[src/rtl/adder_decoder.sv]
// -----------------------------------------------------------------------------
// adder_decoder
//
// Receive-side inverse of the gated adder. Takes the 5-bit gated sum c and the
// b operand that produced it, and recovers the original 4-bit a operand.
//
// The adder computes:
//   sum = 2a+b for a in {1,2,3}, else a+b
//   c   = sum  for b in {3,5},   else 0
//
// Each result is classified as OK, AMBIG, GATED or ERROR. Results are queued
// in a small in-order FIFO with a valid/ready output. Two saturating counters
// track ERROR and AMBIG results.
//
// Datapath: input register (S1) -> decode -> FIFO -> output.
//
// Ports:
//   clk        - single clock, rising edge
//   rst        - synchronous reset, active low
//   in_valid   - {in_c, in_b} valid
//   in_ready   - an input can be accepted this cycle (registered state only)
//   in_c       - gated sum to decode
//   in_b       - b operand that produced in_c
//   out_valid  - FIFO head valid
//   out_ready  - consumer takes the head this cycle
//   out_a      - decoded a (primary candidate), 0 while out_valid is low
//   out_alt    - alternate a candidate, nonzero only for AMBIG
//   out_status - 0 OK, 1 AMBIG, 2 GATED, 3 ERROR
//   clr_cnt    - synchronous clear of both counters (wins over increment)
//   err_cnt    - saturating count of ERROR results
//   ambig_cnt  - saturating count of AMBIG results
// -----------------------------------------------------------------------------
module adder_decoder #(
    parameter int DEPTH = 4
) (
    input  logic       clk,
    input  logic       rst,
    input  logic       in_valid,
    output logic       in_ready,
    input  logic [4:0] in_c,
    input  logic [3:0] in_b,
    output logic       out_valid,
    input  logic       out_ready,
    output logic [3:0] out_a,
    output logic [3:0] out_alt,
    output logic [1:0] out_status,
    input  logic       clr_cnt,
    output logic [7:0] err_cnt,
    output logic [7:0] ambig_cnt
);

    localparam int AW = $clog2(DEPTH);
    localparam logic [AW+1:0] DEPTH_W = (AW+2)'(DEPTH);

    localparam logic [1:0] ST_OK    = 2'd0;
    localparam logic [1:0] ST_AMBIG = 2'd1;
    localparam logic [1:0] ST_GATED = 2'd2;
    localparam logic [1:0] ST_ERROR = 2'd3;

    // ---------------------------------------------------------------------
    // State
    // ---------------------------------------------------------------------
    logic          s1_valid_q, s1_valid_d;
    logic [4:0]    s1_c_q,     s1_c_d;
    logic [3:0]    s1_b_q,     s1_b_d;
    logic [AW-1:0] wr_ptr_q,   wr_ptr_d;
    logic [AW-1:0] rd_ptr_q,   rd_ptr_d;
    logic [AW:0]   count_q,    count_d;
    logic [7:0]    err_cnt_q,  err_cnt_d;
    logic [7:0]    ambig_cnt_q, ambig_cnt_d;

    // FIFO storage: entry = {a, alt, status}
    logic [9:0]    mem [DEPTH];

    logic          accept;
    logic          push;
    logic          pop;
    logic [AW+1:0] occupancy;
    logic [9:0]    head;

    // ---------------------------------------------------------------------
    // Decode of the S1 entry
    // ---------------------------------------------------------------------
    logic [5:0] diff;
    logic [3:0] diff_lo;
    logic       in_range;
    logic       b_pass;
    logic       u_valid;
    logic       s_valid;
    logic [3:0] dec_a;
    logic [3:0] dec_alt;
    logic [1:0] dec_status;

    // Two's-complement difference: bit 5 set means negative, bit 4 set on a
    // non-negative value means > 15.
    assign diff     = {1'b0, s1_c_q} - {2'b00, s1_b_q};
    assign diff_lo  = diff[3:0];
    assign in_range = (diff[5:4] == 2'b00);
    assign b_pass   = (s1_b_q == 4'd3) || (s1_b_q == 4'd5);

    // Unscaled candidate cannot be 1..3 (those a values are always doubled);
    // scaled candidate must be an even diff whose half lands in 1..3.
    assign u_valid = in_range && !(diff_lo inside {4'd1, 4'd2, 4'd3});
    assign s_valid = in_range && !diff_lo[0] &&
                     (diff_lo[3:1] inside {3'd1, 3'd2, 3'd3});

    always_comb begin
        dec_a      = 4'd0;
        dec_alt    = 4'd0;
        dec_status = ST_ERROR;
        if (!b_pass) begin
            dec_status = (s1_c_q == 5'd0) ? ST_GATED : ST_ERROR;
        end else if (u_valid && s_valid) begin
            dec_status = ST_AMBIG;
            dec_a      = diff_lo;
            dec_alt    = {1'b0, diff_lo[3:1]};
        end else if (u_valid) begin
            dec_status = ST_OK;
            dec_a      = diff_lo;
        end else if (s_valid) begin
            dec_status = ST_OK;
            dec_a      = {1'b0, diff_lo[3:1]};
        end
    end

    // ---------------------------------------------------------------------
    // Flow control
    // ---------------------------------------------------------------------
    // Counting the S1 slot as occupied reserves FIFO space for it, so the
    // unconditional push from S1 can never overflow.
    assign occupancy = {1'b0, count_q} + (AW+2)'(s1_valid_q);
    assign in_ready  = (occupancy < DEPTH_W);
    assign accept    = in_valid && in_ready;
    assign push      = s1_valid_q;
    assign out_valid = (count_q != '0);
    assign pop       = out_valid && out_ready;

    // ---------------------------------------------------------------------
    // Next-state logic
    // ---------------------------------------------------------------------
    always_comb begin
        s1_valid_d  = accept;
        s1_c_d      = s1_c_q;
        s1_b_d      = s1_b_q;
        wr_ptr_d    = wr_ptr_q;
        rd_ptr_d    = rd_ptr_q;
        count_d     = count_q;
        err_cnt_d   = err_cnt_q;
        ambig_cnt_d = ambig_cnt_q;

        if (accept) begin
            s1_c_d = in_c;
            s1_b_d = in_b;
        end

        if (push) begin
            wr_ptr_d = wr_ptr_q + 1'b1;
        end
        if (pop) begin
            rd_ptr_d = rd_ptr_q + 1'b1;
        end

        case ({push, pop})
            2'b10:   count_d = count_q + 1'b1;
            2'b01:   count_d = count_q - 1'b1;
            default: count_d = count_q;
        endcase

        if (clr_cnt) begin
            err_cnt_d   = 8'd0;
            ambig_cnt_d = 8'd0;
        end else if (push) begin
            if (dec_status == ST_ERROR && err_cnt_q != 8'hFF) begin
                err_cnt_d = err_cnt_q + 8'd1;
            end
            if (dec_status == ST_AMBIG && ambig_cnt_q != 8'hFF) begin
                ambig_cnt_d = ambig_cnt_q + 8'd1;
            end
        end
    end

    // ---------------------------------------------------------------------
    // Registers
    // ---------------------------------------------------------------------
    always_ff @(posedge clk) begin
        if (!rst) begin
            s1_valid_q  <= 1'b0;
            s1_c_q      <= 5'd0;
            s1_b_q      <= 4'd0;
            wr_ptr_q    <= '0;
            rd_ptr_q    <= '0;
            count_q     <= '0;
            err_cnt_q   <= 8'd0;
            ambig_cnt_q <= 8'd0;
        end else begin
            s1_valid_q  <= s1_valid_d;
            s1_c_q      <= s1_c_d;
            s1_b_q      <= s1_b_d;
            wr_ptr_q    <= wr_ptr_d;
            rd_ptr_q    <= rd_ptr_d;
            count_q     <= count_d;
            err_cnt_q   <= err_cnt_d;
            ambig_cnt_q <= ambig_cnt_d;
        end
    end

    // Storage needs no reset: entries are only visible through count_q.
    always_ff @(posedge clk) begin
        if (push) begin
            mem[wr_ptr_q] <= {dec_a, dec_alt, dec_status};
        end
    end

    // ---------------------------------------------------------------------
    // Outputs (payload forced to zero while nothing is valid)
    // ---------------------------------------------------------------------
    assign head       = mem[rd_ptr_q];
    assign out_a      = out_valid ? head[9:6] : 4'd0;
    assign out_alt    = out_valid ? head[5:2] : 4'd0;
    assign out_status = out_valid ? head[1:0] : 2'd0;
    assign err_cnt    = err_cnt_q;
    assign ambig_cnt  = ambig_cnt_q;

endmodule

[config.mk]
export PLATFORM = sky130hd
export DESIGN_NAME = adder_decoder
export DESIGN_NICKNAME = d
export VERILOG_FILES = /design/src/rtl/adder_decoder.sv
export SDC_FILE = /design/constraint.sdc
export NUM_CORES = 1
export LEC_CHECK = 0
export CORE_MARGIN = 3
export CORE_UTILIZATION = 59
export CTS_CLUSTER_DIAMETER = 50
export CTS_CLUSTER_SIZE = 24
export DETAILED_ROUTE_END_ITERATION = 7
export GPL_TIMING_DRIVEN = 0
export PLACE_DENSITY = 0.84
export SLEW_MARGIN = 20
export SYNTH_ARGS = -nofsm -noshare
export SYNTH_HDL_FRONTEND = slang
export SYNTH_SLANG_ARGS = --single-unit
[constraint.sdc]
create_clock -name clk -period 9.9 [get_ports clk]
set_input_delay 2.97 -clock clk [delete_from_list [all_inputs] [get_ports clk]]
set_output_delay 2.97 -clock clk [all_outputs]
set_load 0.1 [all_outputs]
* Word-level counts from Yosys, hierarchy flattened
Memory sizes are Yosys's and may differ from the RTL's. A register that Yosys moved wholly into a read port is not among the register bits.
Index checks and enable logic that the tools add are counted.
** Word-level totals
- Flip-flop bits (word level) :: 33
- Bits in writable memories :: 36
- Logic and storage cells :: 72
- Memories :: 1
** Operators by class
- Add/sub/neg operators :: 8
- $lt $le $gt $ge :: 1
- Equality and inequality tests :: 14
- Mux-type cells :: 19
- Bitwise logic cells :: 1
- Reductions and logical operators :: 20
** Memory list
- mem :: words 4, width 9, read ports 1, clocked after Yosys merged registers in 1, wr ports 1, line 73 : logic [9:0] mem [DEPTH];
** Operators by type and width (number)
- 4-bit two-way mux :: 5
- 8-bit by 1-bit adder with 8-bit output, second input constant :: 2
- 8-bit inequality test, second input constant :: 2
- 2-bit two-way mux :: 7
- 4-bit by 2-bit == test with 1-bit output, second input constant :: 3
- 3-bit two-way mux :: 3
- 3-bit nonzero test :: 3
- 1-bit logical AND :: 8
- 3-bit by 2-bit == test with 1-bit output, second input constant :: 2
- 3-bit case mux with 2 select lines :: 1
- 5-bit by 4-bit subtractor with 6-bit output :: 1
- 5-bit zero test :: 1
- 2-bit by 1-bit adder with 2-bit output, second input constant :: 2
- 3-bit by 1-bit adder with 4-bit output :: 1
- 2-bit by 1-bit == test with 1-bit output, second input constant :: 2
- 2-bit == test, second input constant :: 2
- 4-bit by 1-bit == test with 1-bit output, second input constant :: 1
- 4-bit by 3-bit == test with 1-bit output, second input constant :: 1
- 4-bit by 3-bit < comparator with 1-bit output, second input constant :: 1
- 2-bit AND reduction :: 2
- 3-bit by 1-bit adder with 3-bit output, second input constant :: 1
- 3-bit by 1-bit == test with 1-bit output, second input constant :: 1
- 1-bit two-way mux :: 3
- 3-bit by 1-bit subtractor with 3-bit output, second input constant :: 1
- other kinds (6) :: 7

* Logic depth before layout (Yosys ltp)
- Depth after elaboration :: 11
- Mapped depth :: 15

* Least setup slack after synthesis
Ideal clock, no wire load.
- Path kind :: flip-flop to output port
- Start point :: register count_q[0]
- End point :: output port out_a[0]
- Data arrival time :: 2316 ps
- Path slack :: 4614 ps
- Cell stages (with the launch flop) :: 4
- Path buffers :: 1
- Path through :: dfxtp_1 -> or3_1 -> clkbuf_1 -> and2_1
** On the way
- Longest elaborated chain between the ends :: 2
** RTL lines
- from (decl) :: line 68 : logic [AW:0] count_q, count_d;
- from (signal assigned) :: line 201 : count_q <= count_d;
- 3-bit nonzero test :: line 135 : assign out_valid = (count_q != '0);
- named net out_valid :: line 42 : output logic out_valid,
- 4-bit two-way mux :: line 218 : assign out_a = out_valid ? head[9:6] : 4'd0;
- to (decl) :: line 44 : output logic [3:0] out_a,
The timed path passes the listed nets, and every way through them passes these cells.

==> out/metrics.cfg <==
[status]
outcome=finished clean

[critical_path]
crit_required_ps=6930
critPathLaunchType=flip-flop
cp_max_fo=9
cp-end-kind=primary output
cpPeakStageDelay_ps=960
worstPathArrival_ps=3000
critical_path.cell_chain=clkbuf_1 -> mux4_2 -> and2_1 -> clkdlybuf4s50_1
critical_path.slowest_cell=clkdlybuf4s50_1
crit_type=flip-flop to primary output

[placement]
post-dp-hpwl_um=4560
io_buffers=39
placed_cell_area_um2=3860
dp_slack_ps=4260
place.gp.congestion=0.859

[grt]
first_global_vias=2225
antenna_found_initial=0
grt_pass1_wl_um=10500
overflow=0
grt_max_degree=13
grt_use_total=0.217

[synthesis]
synth_top_family_by_area=simple AND/OR/NAND/NOR gates
synth-seq-cells=71
synth.distinct_cells=50
synth_cells=304
synth_xor_area_frac=0.0518
synth-compound-area-share=0.0796
synthArstFlopShare=0
syn_area_per_cell_um2=11.1
synth_simple_gate_area_frac=0.169
syn-cell-area_um2=3380
synth-edff-count=36
syn_nets=334
synthAdderAreaFrac=0.0637
synth-main-ff-cell=edfxtp_1
ys_seq_area_frac=0.527
synth.area.mux_share=0.0718
ys_warn_count=0

[cells_and_area]
n_antenna_cell=0
final_common_cell=clkdlybuf4s50_1
drive_above_1_share=0.0891
fin_util=0.769
areaGrowthSynthToFinish_pct=21.3
layout_common_cells=clkdlybuf4s50_1, edfxtp_1, dfxtp_1, nor2_1
n_fill_cell=357
fin_nets=384
fin_area_um2=4100

[sta]
setup_viol=0
slew_headroom=0.336
fin_setup_tns_ps=0
min_period_over_period=0.603
hold_viol_final=0
fmax_ghz=0.167
finClkSkew_ps=6.99
rsz0062_at_grt=no
max_slew.worst_pin.slew_ps=993
layout_min_cycle_time_ps=5970
drv_slew=0
fin_ws_ps=3930

[job]
cap_violations=0

[detailed_routing]
post_drt_via_cell_ratio=5.57
drc=0
drt_wl_total_um=6630
drtIter0Drc=162
ant_nets=0
drtPass1Iterations=4
wire_per_inst_um=15.5
vias=2391

[clocking]
cts_buffers=9
clock-sinks=71
cts_setup_buffers=0
cts_resized=0
cts_tree=yes
htree_levels=3
cts_buffer_depth=2
path_clk_slew_ps=70
clkLatencyLatePin_ps=350
hold_buffers=0
root_buffer=clkbuf_8

[pwr]
power_density_nw_per_um2=255
peakVddDrop_uv=248
leakagePower_nw=1.41

[floorplanning]
rows=26
coreArea_um2=5340
die_h_um=81.7
die_x_um=81.7
num_io_pins=42
fp.dieArea_um2=6670
initial_core_util=0.634

[min_path]
hp-class=flip-flop to flip-flop

-- flip-flops by register name, indices dropped and copies added (netlist names), named ones only --
signal     cells
s1_c_q         5
count_q        3
err_cnt        8
s1_b_q         4
mem           36
wr_ptr_q       2
rd_ptr_q       2
ambig_cnt      8
push           1
-- through the flow --
stage | total power, W | hold WS [ps] | std cells
finish | 0.00105 | 492 | 429
global route | 0.00109 | 512 | 429
CTS | 0.00105 | 488 | 429
detailed placement | 0.000779 | 477 | 413
global placement | 0.000770 | 463 | 413
floorplan | 0.000689 | 449 | 304
-- cells by family (layout without fill, tap and decap cells) --
logic type | after synthesis | in the layout
adder cells (fa/ha/maj) | 16 | 16
multiplexers | 13 | 13
XOR/XNOR | 20 | 20
flip-flops | 71 | 71
AO/OA/AOI/OAI | 44 | 44
AND/OR/NAND/NOR | 108 | 108
buffers and inverters | 31 | 86
other | 1 | 1
-- synth_stat cells (10+ instances only) --
| master | instances | area share |
|---|---|---|
| and2_1 | 16 | 0.030 |
| xnor2_1 | 10 | 0.026 |
| dfxtp_1 | 35 | 0.21 |
| ha_1 | 14 | 0.052 |
| xor2_1 | 10 | 0.026 |
| nor2_1 | 29 | 0.032 |
| nand2_1 | 19 | 0.021 |
| nand3_1 | 13 | 0.019 |
| inv_1 | 18 | 0.020 |
| edfxtp_1 | 36 | 0.32 |
| a21oi_1 | 19 | 0.028 |
| o21ai_0 | 11 | 0.016 |
-- where the power goes --
part	switching [W]	leakage, nW	total (W)	internal [W]
Sequential	0.0000147	0.599	0.000344	0.000329
Combinational	0.000301	0.696	0.000431	0.000129
Clock	0.000108	0.114	0.000272	0.000164
-- per-layer routing --
| layer | wire length (µm) | vias up | global-route usage |
|---|---|---|---|
| met5 | 0 | - | 0 |
| met3 | 324 | 13 | 0.0713 |
| li1 | - | 1179 | - |
| met1 | 2850 | 1138 | 0.258 |
| met4 | 119 | 0 | 0.0880 |
| met2 | 3330 | 61 | 0.362 |
-- worst max-delay path, delay by kind of cell, from the launching register on --
family,cells,cell delay [ps]
buffers and inverters,2,1560
muxes,1,610
DFF,1,320
and+or+nand+nor,1,170
-- path summary, 6_finish.rpt --
kind	endpoint	start	slack, ps	depth (start not counted)
max	out_a[0]	flip-flop	3930	4
min	s1_c_q[2]$_SDFFE_PN0P_	s1_c_q[2]$_SDFFE_PN0P_	490	2
max reg2reg	err_cnt[6]$_SDFFE_PP0P_	s1_c_q[0]$_SDFFE_PN0P_	5650	15
min reg2reg	s1_c_q[2]$_SDFFE_PN0P_	s1_c_q[2]$_SDFFE_PN0P_	490	2
-- area by class of cell --
type | count | area (µm²) | share of cell area
buffer | 12 | 50.0 | 0.0122
timing repair buffer | 39 | 390 | 0.0952
inverter | 19 | 71.3 | 0.0174
multi-input combinational | 202 | 1480 | 0.360
tap | 70 | 87.6 | 0.0214
clock inverter | 4 | 75.1 | 0.0183
sequential | 71 | 1780 | 0.435
clock buffer | 12 | 166 | 0.0406
No activity file was read; power rests on OpenSTA's default activity.
